File: src/rtl/dut_bus_pkg.sv
// Shared register map, FSM state encoding and decode helpers for the bus master.
package dut_bus_pkg;

  localparam int unsigned ADDR_W = 3;

  localparam logic [ADDR_W-1:0] ADDR_A_NOTFULL  = 3'd0;
  localparam logic [ADDR_W-1:0] ADDR_B_NOTFULL  = 3'd1;
  localparam logic [ADDR_W-1:0] ADDR_Y_NOTEMPTY = 3'd2;
  localparam logic [ADDR_W-1:0] ADDR_Y_DATA     = 3'd3;
  localparam logic [ADDR_W-1:0] ADDR_A_DATA     = 3'd4;
  localparam logic [ADDR_W-1:0] ADDR_B_DATA     = 3'd5;

  typedef enum logic [2:0] {
    IDLE, POLL_A, WR_A, POLL_B, WR_B, POLL_Y, RD_Y, RSP
  } state_t;

  // True in the three status-polling states.
  function automatic logic is_poll(input state_t s);
    return (s == POLL_A) || (s == POLL_B) || (s == POLL_Y);
  endfunction

  // True in every state that drives the read strobe.
  function automatic logic is_read(input state_t s);
    return is_poll(s) || (s == RD_Y);
  endfunction

  // True in the two write states.
  function automatic logic is_write(input state_t s);
    return (s == WR_A) || (s == WR_B);
  endfunction

  // Read address driven while in a given state.
  function automatic logic [ADDR_W-1:0] read_addr_of(input state_t s);
    case (s)
      POLL_A:  return ADDR_A_NOTFULL;
      POLL_B:  return ADDR_B_NOTFULL;
      POLL_Y:  return ADDR_Y_NOTEMPTY;
      RD_Y:    return ADDR_Y_DATA;
      default: return '0;
    endcase
  endfunction

  // Write address driven while in a given state.
  function automatic logic [ADDR_W-1:0] write_addr_of(input state_t s);
    case (s)
      WR_A:    return ADDR_A_DATA;
      WR_B:    return ADDR_B_DATA;
      default: return '0;
    endcase
  endfunction

  // Protocol sequencing: one step of the transaction walk.
  function automatic state_t next_state(input state_t s, input logic req_valid,
                                        input logic poll_ok, input logic expired,
                                        input logic write_rdy, input logic read_rdy,
                                        input logic rsp_ready);
    state_t n;
    n = s;
    case (s)
      IDLE:    if (req_valid) n = POLL_A;
      POLL_A:  if (poll_ok) n = WR_A; else if (expired) n = RSP;
      WR_A:    if (write_rdy) n = POLL_B;
      POLL_B:  if (poll_ok) n = WR_B; else if (expired) n = RSP;
      WR_B:    if (write_rdy) n = POLL_Y;
      POLL_Y:  if (poll_ok) n = RD_Y; else if (expired) n = RSP;
      RD_Y:    if (read_rdy) n = RSP;
      RSP:     if (rsp_ready) n = IDLE;
      default: n = IDLE;
    endcase
    return n;
  endfunction

endpackage

File: src/rtl/dut_poll_timer.sv
// Per-poll-state cycle counter; expired marks the last permitted poll cycle.
module dut_poll_timer #(
  parameter int unsigned POLL_LIMIT = 1000,
  parameter int unsigned CNT_W      = 10
) (
  input  logic CLK,
  input  logic RST_N,
  input  logic clear,
  input  logic enable,
  output logic expired
);

  logic [CNT_W-1:0] poll_cnt;

  // Count unsuccessful poll cycles; cleared whenever the FSM is outside a poll state.
  always_ff @(posedge CLK) begin
    if (!RST_N || clear) begin
      poll_cnt <= '0;
    end else if (enable && !expired) begin
      poll_cnt <= poll_cnt + CNT_W'(1);
    end
  end

  assign expired = (poll_cnt == CNT_W'(POLL_LIMIT - 1));

endmodule

File: src/rtl/dut_bus_master.sv
// Bus initiator running the OR responder's register protocol for each request.
module dut_bus_master
  import dut_bus_pkg::*;
#(
  parameter int unsigned POLL_LIMIT = 1000,
  parameter int unsigned CNT_W      = 10
) (
  input  logic              CLK,
  input  logic              RST_N,
  input  logic              req_valid,
  output logic              req_ready,
  input  logic              req_a,
  input  logic              req_b,
  output logic              rsp_valid,
  input  logic              rsp_ready,
  output logic              rsp_y,
  output logic              rsp_timeout,
  output logic [ADDR_W-1:0] write_address,
  output logic              write_data,
  output logic              write_en,
  input  logic              write_rdy,
  output logic [ADDR_W-1:0] read_address,
  output logic              read_en,
  input  logic              read_data,
  input  logic              read_rdy,
  output logic [15:0]       txn_count,
  output logic [7:0]        err_count
);

  state_t state;
  state_t nxt;
  logic   idle_q;
  logic   a_q;
  logic   b_q;
  logic   in_poll;
  logic   poll_ok;
  logic   expired;
  logic   timeout_hit;

  assign in_poll     = is_poll(state);
  assign poll_ok     = read_rdy & read_data;
  assign timeout_hit = in_poll & ~poll_ok & expired;
  assign req_ready   = idle_q & RST_N;
  assign nxt         = next_state(state, req_valid, poll_ok, expired,
                                  write_rdy, read_rdy, rsp_ready);

  dut_poll_timer #(
    .POLL_LIMIT(POLL_LIMIT),
    .CNT_W     (CNT_W)
  ) u_poll_timer (
    .CLK    (CLK),
    .RST_N  (RST_N),
    .clear  (~in_poll),
    .enable (in_poll & ~poll_ok),
    .expired(expired)
  );

  // State register, registered bus decode of the next state, and response/counter updates.
  always_ff @(posedge CLK) begin
    if (!RST_N) begin
      state         <= IDLE;
      idle_q        <= 1'b1;
      a_q           <= 1'b0;
      b_q           <= 1'b0;
      rsp_valid     <= 1'b0;
      rsp_y         <= 1'b0;
      rsp_timeout   <= 1'b0;
      write_address <= '0;
      write_data    <= 1'b0;
      write_en      <= 1'b0;
      read_address  <= '0;
      read_en       <= 1'b0;
      txn_count     <= '0;
      err_count     <= '0;
    end else begin
      state         <= nxt;
      idle_q        <= (nxt == IDLE);
      rsp_valid     <= (nxt == RSP);
      read_en       <= is_read(nxt);
      read_address  <= read_addr_of(nxt);
      write_en      <= is_write(nxt);
      write_address <= write_addr_of(nxt);
      write_data    <= (nxt == WR_A) ? a_q : ((nxt == WR_B) ? b_q : 1'b0);

      if (state == IDLE && req_valid) begin
        a_q <= req_a;
        b_q <= req_b;
      end

      if (timeout_hit) begin
        rsp_y       <= 1'b0;
        rsp_timeout <= 1'b1;
        if (err_count != 8'hFF) err_count <= err_count + 8'd1;
      end

      if (state == RD_Y && read_rdy) begin
        rsp_y       <= read_data;
        rsp_timeout <= 1'b0;
      end

      if (state == RSP && rsp_ready) begin
        txn_count   <= txn_count + 16'd1;
        rsp_y       <= 1'b0;
        rsp_timeout <= 1'b0;
      end
    end
  end

endmodule

File: config.mk
export PLATFORM = sky130hd
export DESIGN_NAME = dut_bus_master
export DESIGN_NICKNAME = d
export VERILOG_FILES = /design/src/rtl/dut_bus_pkg.sv /design/src/rtl/dut_poll_timer.sv /design/src/rtl/dut_bus_master.sv
export SDC_FILE = /design/constraint.sdc
export NUM_CORES = 1
export LEC_CHECK = 0
export ABC_AREA = 1
export BUFFER_PORTS_ARGS = -buffer_cell sky130_fd_sc_hd__buf_2
export CAP_MARGIN = 20
export CORE_ASPECT_RATIO = 1.75
export CORE_MARGIN = 10
export CORE_UTILIZATION = 60
export CTS_CLUSTER_DIAMETER = 200
export CTS_CLUSTER_SIZE = 40
export DETAILED_ROUTE_END_ITERATION = 10
export PLACE_DENSITY = 0.85
export SLEW_MARGIN = 30
export SYNTH_ARGS = -nofsm -noshare
export SYNTH_HDL_FRONTEND = slang
export SYNTH_SLANG_ARGS = --single-unit
File: constraint.sdc
create_clock -name CLK -period 4.4 [get_ports CLK]
set_clock_uncertainty 0.2 [all_clocks]
set_input_delay 0.44 -clock CLK [delete_from_list [all_inputs] [get_ports CLK]]
set_output_delay 0.44 -clock CLK [all_outputs]
set_load 0.05 [all_outputs]
### Yosys cells after proc, flatten, opt, wreduce, memory -nomap -nowiden

Index checks and enable logic that the tools add are counted.

| word-level totals | value |
|---|---|
| flip-flop bits (word level) | 52 |

| cells by class | value |
|---|---|
| muxes and demuxes | 16 |
| $add $sub $neg | 3 |
| reduce and logical (&&, ||, !) cells | 19 |
| bitwise logic cells | 7 |
| eq/ne operators | 16 |

Operator list:

| operator | count |
|---|---|
| $mux W3 | 9 |
| $eq A3 B3 Y1 const B | 8 |
| $pmux W3 S8 | 1 |
| $add A16 B1 Y16 const B | 1 |
| $eq A3 B2 Y1 const B | 4 |
| $add A10 B1 Y10 const B | 1 |
| $eq A10 B10 Y1 const B | 1 |
| $add A8 B1 Y8 const B | 1 |
| $ne A8 B8 Y1 const B | 1 |
| $logic_or A1 B1 Y1 | 7 |
| $eq A3 B1 Y1 const B | 2 |
| $logic_not A3 Y1 | 2 |
| $pmux W2 S3 | 1 |
| $pmux W3 S2 | 1 |
| $and A1 B1 Y1 | 4 |
| $logic_and A1 B1 Y1 | 4 |
| $mux W1 | 4 |
| $not A1 Y1 | 3 |
| $reduce_or A3 Y1 | 1 |
| $logic_not A1 Y1 | 2 |
| $reduce_and A2 Y1 | 1 |
| $reduce_bool A2 Y1 | 1 |
| $reduce_or A2 Y1 | 1 |

### Longest topological paths before layout

Gate-level depths: netlist (run 1).

| logic depth | value |
|---|---|
| depth after elaboration | 8 |
| depth in mapped cells | 12 |

### Modules after synthesis

A second synthesis (run 1) with hierarchy kept.

| unflattened totals | value |
|---|---|
| cells, all modules | 386 |
| area total of the unflattened synthesis | 2607.5 µm² |

Modules (own cells, without submodules):

| module | cells each | area each (µm²) | instances | seq. area each (µm²) |
|---|---|---|---|---|
| dut_bus_master | 292 | 2006.9 | 1 | 780.7 |
| dut_poll_timer | 94 | 600.6 | 1 | 200.2 |

### Least setup slack after synthesis (run 1)

No wires, ideal clock.

| timing | value |
|---|---|
| path type | register -> register |
| start | register err_count[0] |
| end | register err_count[2] |
| setup time | 0.132 ns |
| clock period less this slack | 2.043 ns |
| stages on the path, launching flop included | 8 |
| path slack | 2.357 ns |
| data required time | 4.068 ns |
| data arrival time | 1.711 ns |
| path through | dfxtp_1 > ha_1 > nand2_1 > nor3_2 > nand3_2 > nand2_2 > o21ai_1 > nor3b_2 |

| between the ends | value |
|---|---|
| cells in the longest elaborated chain, start to end | 2 |
| elaborated cells on any way between the ends | 3 |
| classes of those cells | add/sub: 1; eq/ne: 1; reduce/logical: 1 |

Ends and longest elaborated chain:

| what | line | source |
|---|---|---|
| from (decl) | dut_bus_master.sv:27 | `output logic [7:0] err_count` |
| from (signal assigned) | dut_bus_master.sv:93 | `if (err_count != 8'hFF) err_count <= err_count + 8'd1;` |
| parallel branches: the longest is 2 deep, another holds $add A8 B1 Y8 | - |  |

Parallel ways; which one is timed is not known.
A chain may end at the register's enable or synchronous reset.

### Worst setup path in the final report (run 1)

| timing | value |
|---|---|
| start | register state[1] |
| end | register txn_count[7] |

| between the ends | value |
|---|---|
| cells in the longest elaborated chain, start to end | 2 |

Ends and longest elaborated chain:

| what | line | source |
|---|---|---|
| from (decl) | dut_bus_master.sv:30 | `state_t state;` |
| from (signal assigned) | dut_bus_master.sv:76 | `state <= nxt;` |
| $eq A3 B3 Y1 | dut_bus_master.sv:101 | `if (state == RSP && rsp_ready) begin` |
| $logic_and A1 B1 Y1 | dut_bus_master.sv:101 |  |
| to (signal assigned) | dut_bus_master.sv:102 | `txn_count <= txn_count + 16'd1;` |
| to (decl) | dut_bus_master.sv:26 | `output logic [15:0] txn_count,` |

Every way passes these cells.

==> results of run 1 <==
[how the worst min path moves through the flow]
stage | slack (ns) | end | depth (start not counted)
5_1_grt | 0.21 | b_q$_SDFFE_PN0P_ | 3
2_1_floorplan | 0.24 | write_data$_SDFF_PN0_ | 2
3_3_place_gp | 0.25 | b_q$_SDFFE_PN0P_ | 2
4_1_cts | 0.19 | b_q$_SDFFE_PN0P_ | 3
3_5_place_dp | 0.26 | b_q$_SDFFE_PN0P_ | 2
6_report | 0.19 | b_q$_SDFFE_PN0P_ | 3
[per-layer routing]
layer / wire [um] / up-vias
met5: 0 / -
met4: 188 / 0
met3: 214 / 18
met2: 3270 / 51
met1: 2190 / 1099
li1: - / 1239
[cell families after synthesis]
group                      count (synthesis)  synth area share
and+or+nand+nor                          189             0.362
buffers and inverters                     53            0.0852
AOI/OAI and AO/OA                         52             0.111
DFF                                       49             0.382
xor gates and xnor gates                  13            0.0443
adders and majority gates                  3            0.0146
other                                      1           0.00146
[worst max-delay path, stage by stage (launching register included)]
cell and delay, ns:
dfxtp_1 0.53, nand2_4 0.12, nor2_4 0.12, nand2_4 0.13, nor2_4 0.14, nand3_1 0.11, nor2_1 0.15, a21oi_1 0.08
o21a_1 0.14
[flip-flops by register name, summed over array words and instances (netlist names)]
name and cells:
a_q 1, b_q 1, err_count 8, idle_q 1
read_address 2, read_en 1, rsp_timeout 1, rsp_valid 1
rsp_y 1, state 3, txn_count 16, u_poll_timer.poll_cnt 10
write_address 1, write_data 1, write_en 1
[synthesized netlist by cell type (2+ instances only)]
master / instances / area, sq um
inv_1: 43 / 161
buf_4: 3 / 22.5
o21ai_1: 3 / 15.0
ha_1: 3 / 37.5
xor2_1: 9 / 78.8
a21oi_1: 37 / 185
nor3_1: 18 / 90.1
nand3b_1: 2 / 15.0
nand2_2: 4 / 25.0
clkbuf_1: 3 / 11.3
nand3_2: 2 / 20.0
xnor2_1: 4 / 35.0
dfxtp_1: 49 / 981
nor2_2: 4 / 25.0
nand3_1: 17 / 85.1
o21ai_0: 8 / 40.0
nand4_1: 7 / 43.8
nand2_1: 89 / 334
nor2_1: 30 / 113
nor3b_2: 2 / 25.0
nand2_4: 3 / 33.8
nor2_4: 4 / 45.0
[metrics by stage]
stage               cells  worst slack [ns]   util  area (sq um)  total power [uW]
global placement      445              2.56  0.674          2800               536
floorplan             361              2.36      -          2570               522
finish                453              2.57  0.694          2880               776
global route          453              2.41  0.694          2880               808
detailed placement    445              2.52  0.674          2800               537
CTS                   453              2.58  0.694          2880               782
[where the power goes]
group	internal (uW)	switching, uW
clock network	113	137
registers	449	4.83
logic	18.3	54.1
[cell type report]
type,count,area (sq um),share of cell area
clock buffer,8,80.1,0.0278
inverter,45,169,0.0587
multi-input combinational,259,1370,0.477
sequential,49,981,0.341
tap,49,61.3,0.0213
timing repair buffer,43,215,0.0748
==> metrics, run 1 <==
CP arrival=roughly 1.8 ns; fraction of registers with async set/reset=0; CP max FO=14; clk_lat worst skew=just under 0.3 ns; hpwl dp=between 4000 and 5000 um; worst reg2reg path depth=8; total grt overflow=0; final number of hold-violating endpoints=0; CP Launch Type=flop; Worst Setup EP=txn_count[7]$_SDFFE_PN0P_; drt wl/cell=~13 um; Ys Warns=0; Leak=between 0.001 and 0.0015 uW; Synth Flop Type=dfxtp_1; total setup buffers inserted after CTS=0; flop and latch count out of synthesis=49; IO Pins=46; first-pass GRT wire length=between 9000 and 10000 um; GRT busiest layer=met2; FF-to-FF End=txn_count[7]$_SDFFE_PN0P_; cells after synthesis=between 300 and 400; GR Util All Layers=0.157; DR iter-0 viols=approximately 110; min-delay src=req_b; post-DR vias/cell=approximately 5.3; Netlist cell types=38; Filler cells=~370; Req. time, crit path=4.40 ns; Placer Congestion=roughly 0.9; grt met2 use=0.306; worst setup path startpoint=state[1]$_SDFF_PN0_; max-cap violations=0; vias in the first global route=2351; Die ar.=between 7000 and 8000 sq um; row count=31; Min Hold Slack=between 0.15 and 0.2 ns; met3 GRT Util=0.0345; crit end category=flop; Clock transition at path regs=0.08 ns; WL final=just under 6000 um; routing usage on met1=0.143; critical path class=flop to flop; PD cells=approximately 270 nW/um^2; H-tree depth=2; post-route minimum period=between 1.5 and 2 ns; post-synthesis sequential area ratio=0.382; commonest non-fill, non-tap cell in the layout=nand2_1; initial antenna violation count=0; Final nets=415; share of layout cells above drive strength 1=0.183; DRC errors left=0; max_slew headroom=0.436; CTS Hold Buffers Added=0; worst vdd ir=roughly 0.00017 V; post-CTS resize count=0; Chip Width=between 60 and 70 um; largest net degree at the start of global routing=24; # port buffers=between 40 and 50; syn avg cell area=about 7.1 sq um; fin crit share=0.415; most frequent cells in the layout=nand2_1 (89), dfxtp_1 (49), inv_1 (43), buf_2 (43), a21oi_1 (37); CTS root buffer=clkbuf_8; worst-margin pin slew=0.846 ns; status=finished clean; CTS tree=done; Setup TNS=0 ns; Core Region=4150 sq um; Longest Clk Path Bufs=2; number of diodes=0; vias after detailed routing=between 2000 and 2500; Layout area overhead=12.1%; ANT nets after route=0; number of buffers created by CTS=5; Pre-antenna DRT Iters=4; Slew Limit Fails=0; FF-to-FF setup slack=between 2 and 3 ns; final setup violating endpoints=0; Post-synth EDFFs=0; hold crit path type=input pin to flop; Post-Syn Area=between 2000 and 3000 sq um; launching point of the worst reg2reg path=state[1]$_SDFF_PN0_; # clock sinks=slightly below 50; RSZ-0062 raised after global routing=false; fmax=around 0.55 GHz; Die Y=between 100 and 150 um; Initial Utilization=0.619
(Power assumes the default switching activity.)
==> run 2, diff against run 1 <==
ABC_AREA = 0   (was 1)
CORE_UTILIZATION = 54   (was 60)
PLACE_DENSITY = 0.79   (was 0.85)
clock period = 1.7 ns   (was 4.4 ns; I/O delays follow)
==> run 2 against run 1 <==
Effect of this change: the run now ends with hold timing, setup timing left; sequential power increased to 2.6 times the previous value; die area decreased by 0.48%; synthesized area decreased by 11%; via count increased by 0.66%; total power increased to 2.7 times the previous value; largest cell class unchanged.
==> metrics, run 2 <==
drt wl/cell=19.6 um (+51%); CP max FO=4 (-10); crit end category=flop; Setup TNS=-7.09 ns (-7.09 ns); Synth top area share=0.427 (+0.0451); final setup violating endpoints=38 (+38); cells after synthesis=255 (-29%); worst vdd ir=0.000707 V (+310%); GR Util All Layers=0.183 (+0.0264); fraction of registers with async set/reset=0 (unchanged); most frequent cells in the layout=buf_4 (51), buf_2 (43), nor2_1 (35); Clock transition at path regs=0.09 ns (about the same); max-cap violations=0 (unchanged); Longest Clk Path Bufs=2 (unchanged); Initial Utilization=0.559 (-0.0602); Placer Congestion=0.825 (-9.6%); Reg with most FFs=txn_count; Core Region=4110 sq um (-0.93%); post-synthesis sequential area ratio=0.427 (+0.0451); Pre-antenna DRT Iters=4 (unchanged); post-DR vias/cell=5.90 (+11%); # port buffers=43 (unchanged); largest net degree at the start of global routing=29 (+21%); row count=31 (unchanged); post-route cell area=3490 sq um (+21%); Cell Area, Placed=2920 sq um (+4.4%); CP arrival=2.10 ns (+0.28 ns); share of layout cells above drive strength 1=0.497 (+0.314); DRC errors left=0 (unchanged); # clock sinks=49 (unchanged); flop and latch count out of synthesis=49 (unchanged); number of buffers created by CTS=5 (unchanged); setup slack at placement=-0.274 ns (-2.79 ns); CTS Hold Buffers Added=2 (+2); Critical-path top delay cell=or3_4; final number of hold-violating endpoints=1 (+1); first-pass GRT wire length=11300 um (+13%); post-route minimum period=2.08 ns (+0.255 ns); max reg flops=16 (unchanged); Largest regs=txn_count (16), u_poll_timer.poll_cnt (10), err_count (8); IO Pins=46 (unchanged); violated checks=hold timing, setup timing; RSZ-0062 raised after global routing=true; PD cells=607 nW/um^2 (+130%); post-synth top area cell=dfxtp_1; worst-margin pin slew=0.502 ns (-0.344 ns); final setup margin=-0.382 ns (-2.96 ns); syn avg cell area=9.01 sq um (+26%); number of diodes=0 (unchanged); initial antenna violation count=0 (unchanged); Die Y=106 um (-0.26%); Slew Limit Fails=0 (unchanged); crit-path cells=nand4bb_4 > or3_4 > a211oi_4 > buf_6 > nor2_1 > nor3b_1; Ys Warns=0 (unchanged); Synth Flop Type=dfxtp_1; fmax=0.480 GHz (-12%); H-tree depth=2 (unchanged); vias after detailed routing=2423 (+0.66%); hpwl dp=4380 um (-7.2%); vias in the first global route=2386 (+1.5%); top cells by count, synth=dfxtp_1 (49), nor2_1 (36), nand2_1 (21), xnor2_1 (21); Min Hold Slack=-0.0269 ns (-0.217 ns); fin crit share=1.22 (+0.809); max_slew headroom=0.665 (+0.230); ANT nets after route=0 (unchanged); worst setup path startpoint=u_poll_timer.poll_cnt[4]$_SDFFE_PP0P_; CP Launch Type=flop; most numerous cell in the Yosys netlist=dfxtp_1; clk_lat worst skew=0.32 ns (+0.03 ns); hold crit path type=input pin to flop; final std cells w/o fill=411 (-9.3%); launching point of the worst reg2reg path=u_poll_timer.poll_cnt[4]$_SDFFE_PP0P_; Netlist cell types=48 (+26%); synth top area cells=dfxtp_1 (43%), xnor2_1 (8.0%), nor2_1 (5.9%); total grt overflow=0 (unchanged); Leak=0.00148 uW (+23%); Final nets=373 (-10%); CTS root buffer=clkbuf_8; Inst Count DP=381 (-14%); min-delay src=RST_N; Chip Width=69.3 um (-0.22%); Die ar.=7370 sq um (-0.48%); DR iter-0 viols=126 (+14%); critical path class=flop to flop; Post-synth EDFFs=0 (unchanged); Post-Syn Area=2300 sq um (-11%); status=finished with violations; Max stage delay on crit path=0.42 ns (-0.11 ns); Layout area overhead=52.1%; WL final=8050 um (+37%); commonest non-fill, non-tap cell in the layout=buf_4; CTS tree=done; Req. time, crit path=1.72 ns (-2.68 ns)
==> run 2: changes by cell type after synthesis, moves of 4 or more <==
cell,change
nand2_2,-4
and4_1,+5
or3_1,+6
and2_1,+4
nor3_1,-10
xnor2_1,+17
nor2_2,-4
nor2_1,+6
nand3_1,-9
nor2_4,-4
a21oi_1,-28
mux2i_1,+5
inv_1,-33
nand2_1,-68
==> run 2: final cells by class <==
type / instances / area [sq um]
Multi-Input combinational cell: 185 / 1500
Sequential cell: 49 / 1020
Timing Repair Buffer: 109 / 786
Fill cell: 229 / 617
Clock buffer: 6 / 72.6
Tap cell: 49 / 61.3
Inverter: 11 / 41.3
Clock inverter: 2 / 15.0
==> run 2: per-layer routing <==
metal,vias up,global-route usage,part of all wire
li1,1101,-,-
met1,1184,0.171,0.36
met2,100,0.337,0.53
met3,38,0.0466,0.055
met4,0,0.129,0.048
met5,-,0,0
==> run 2: logic make-up (layout without fill, tap and decap cells) <==
| logic type | after synthesis | in the layout | synth area share |
|---|---|---|---|
| AOI/OAI and AO/OA | 29 | 29 | 0.100 |
| xor gates and xnor gates | 27 | 27 | 0.103 |
| adders and majority gates | 3 | 3 | 0.0163 |
| buffers and inverters | 23 | 128 | 0.0517 |
| DFF | 49 | 49 | 0.427 |
| muxes | 5 | 5 | 0.0218 |
| other | 1 | 2 | 0.00163 |
| and+or+nand+nor | 118 | 119 | 0.278 |
==> run 2: repair_timing <==
| action | CTS | global route |
|---|---|---|
| pin swaps | 15 | 10 |
| cloned | 2 | 0 |
| buffers inserted | 9 | 10 |
| endpoints found under the hold margin | 3 | 1 |
| endpoints found under the setup margin | 37 | 43 |
| resized for setup | 25 | 33 |
==> run 2: power breakdown <==
part | switching [uW] | total (uW) | internal (uW)
sequential | 7.81 | 1160 | 1150
combinational | 151 | 258 | 107
clock | 409 | 700 | 291
==> run 2: through the flow <==
step	utilization	power [uW]
5_1_grt	0.850	2190
6_report	0.850	2120
3_5_place_dp	0.711	1390
3_3_place_gp	0.711	1380
4_1_cts	0.787	2070
2_1_floorplan	-	1320
==> run 2: critical path: cells and delay by family, from the launching register on <==
family	cells	cell delay [ns]
buffers and inverters	1	0.15
AOI/OAI and AO/OA	1	0.34
and+or+nand+nor	4	0.96
DFF	1	0.33
==> run 2: worst paths after layout <==
kind / slack [ns] / cells past startpoint / to
worst max-delay path: -0.38 / 6 / write_en$_SDFF_PN0_
worst min-delay path: -0.03 / 2 / idle_q$_SDFF_PN1_
worst max register to register: -0.38 / 6 / write_en$_SDFF_PN0_
worst min register to register: 0.29 / 2 / write_data$_SDFF_PN0_
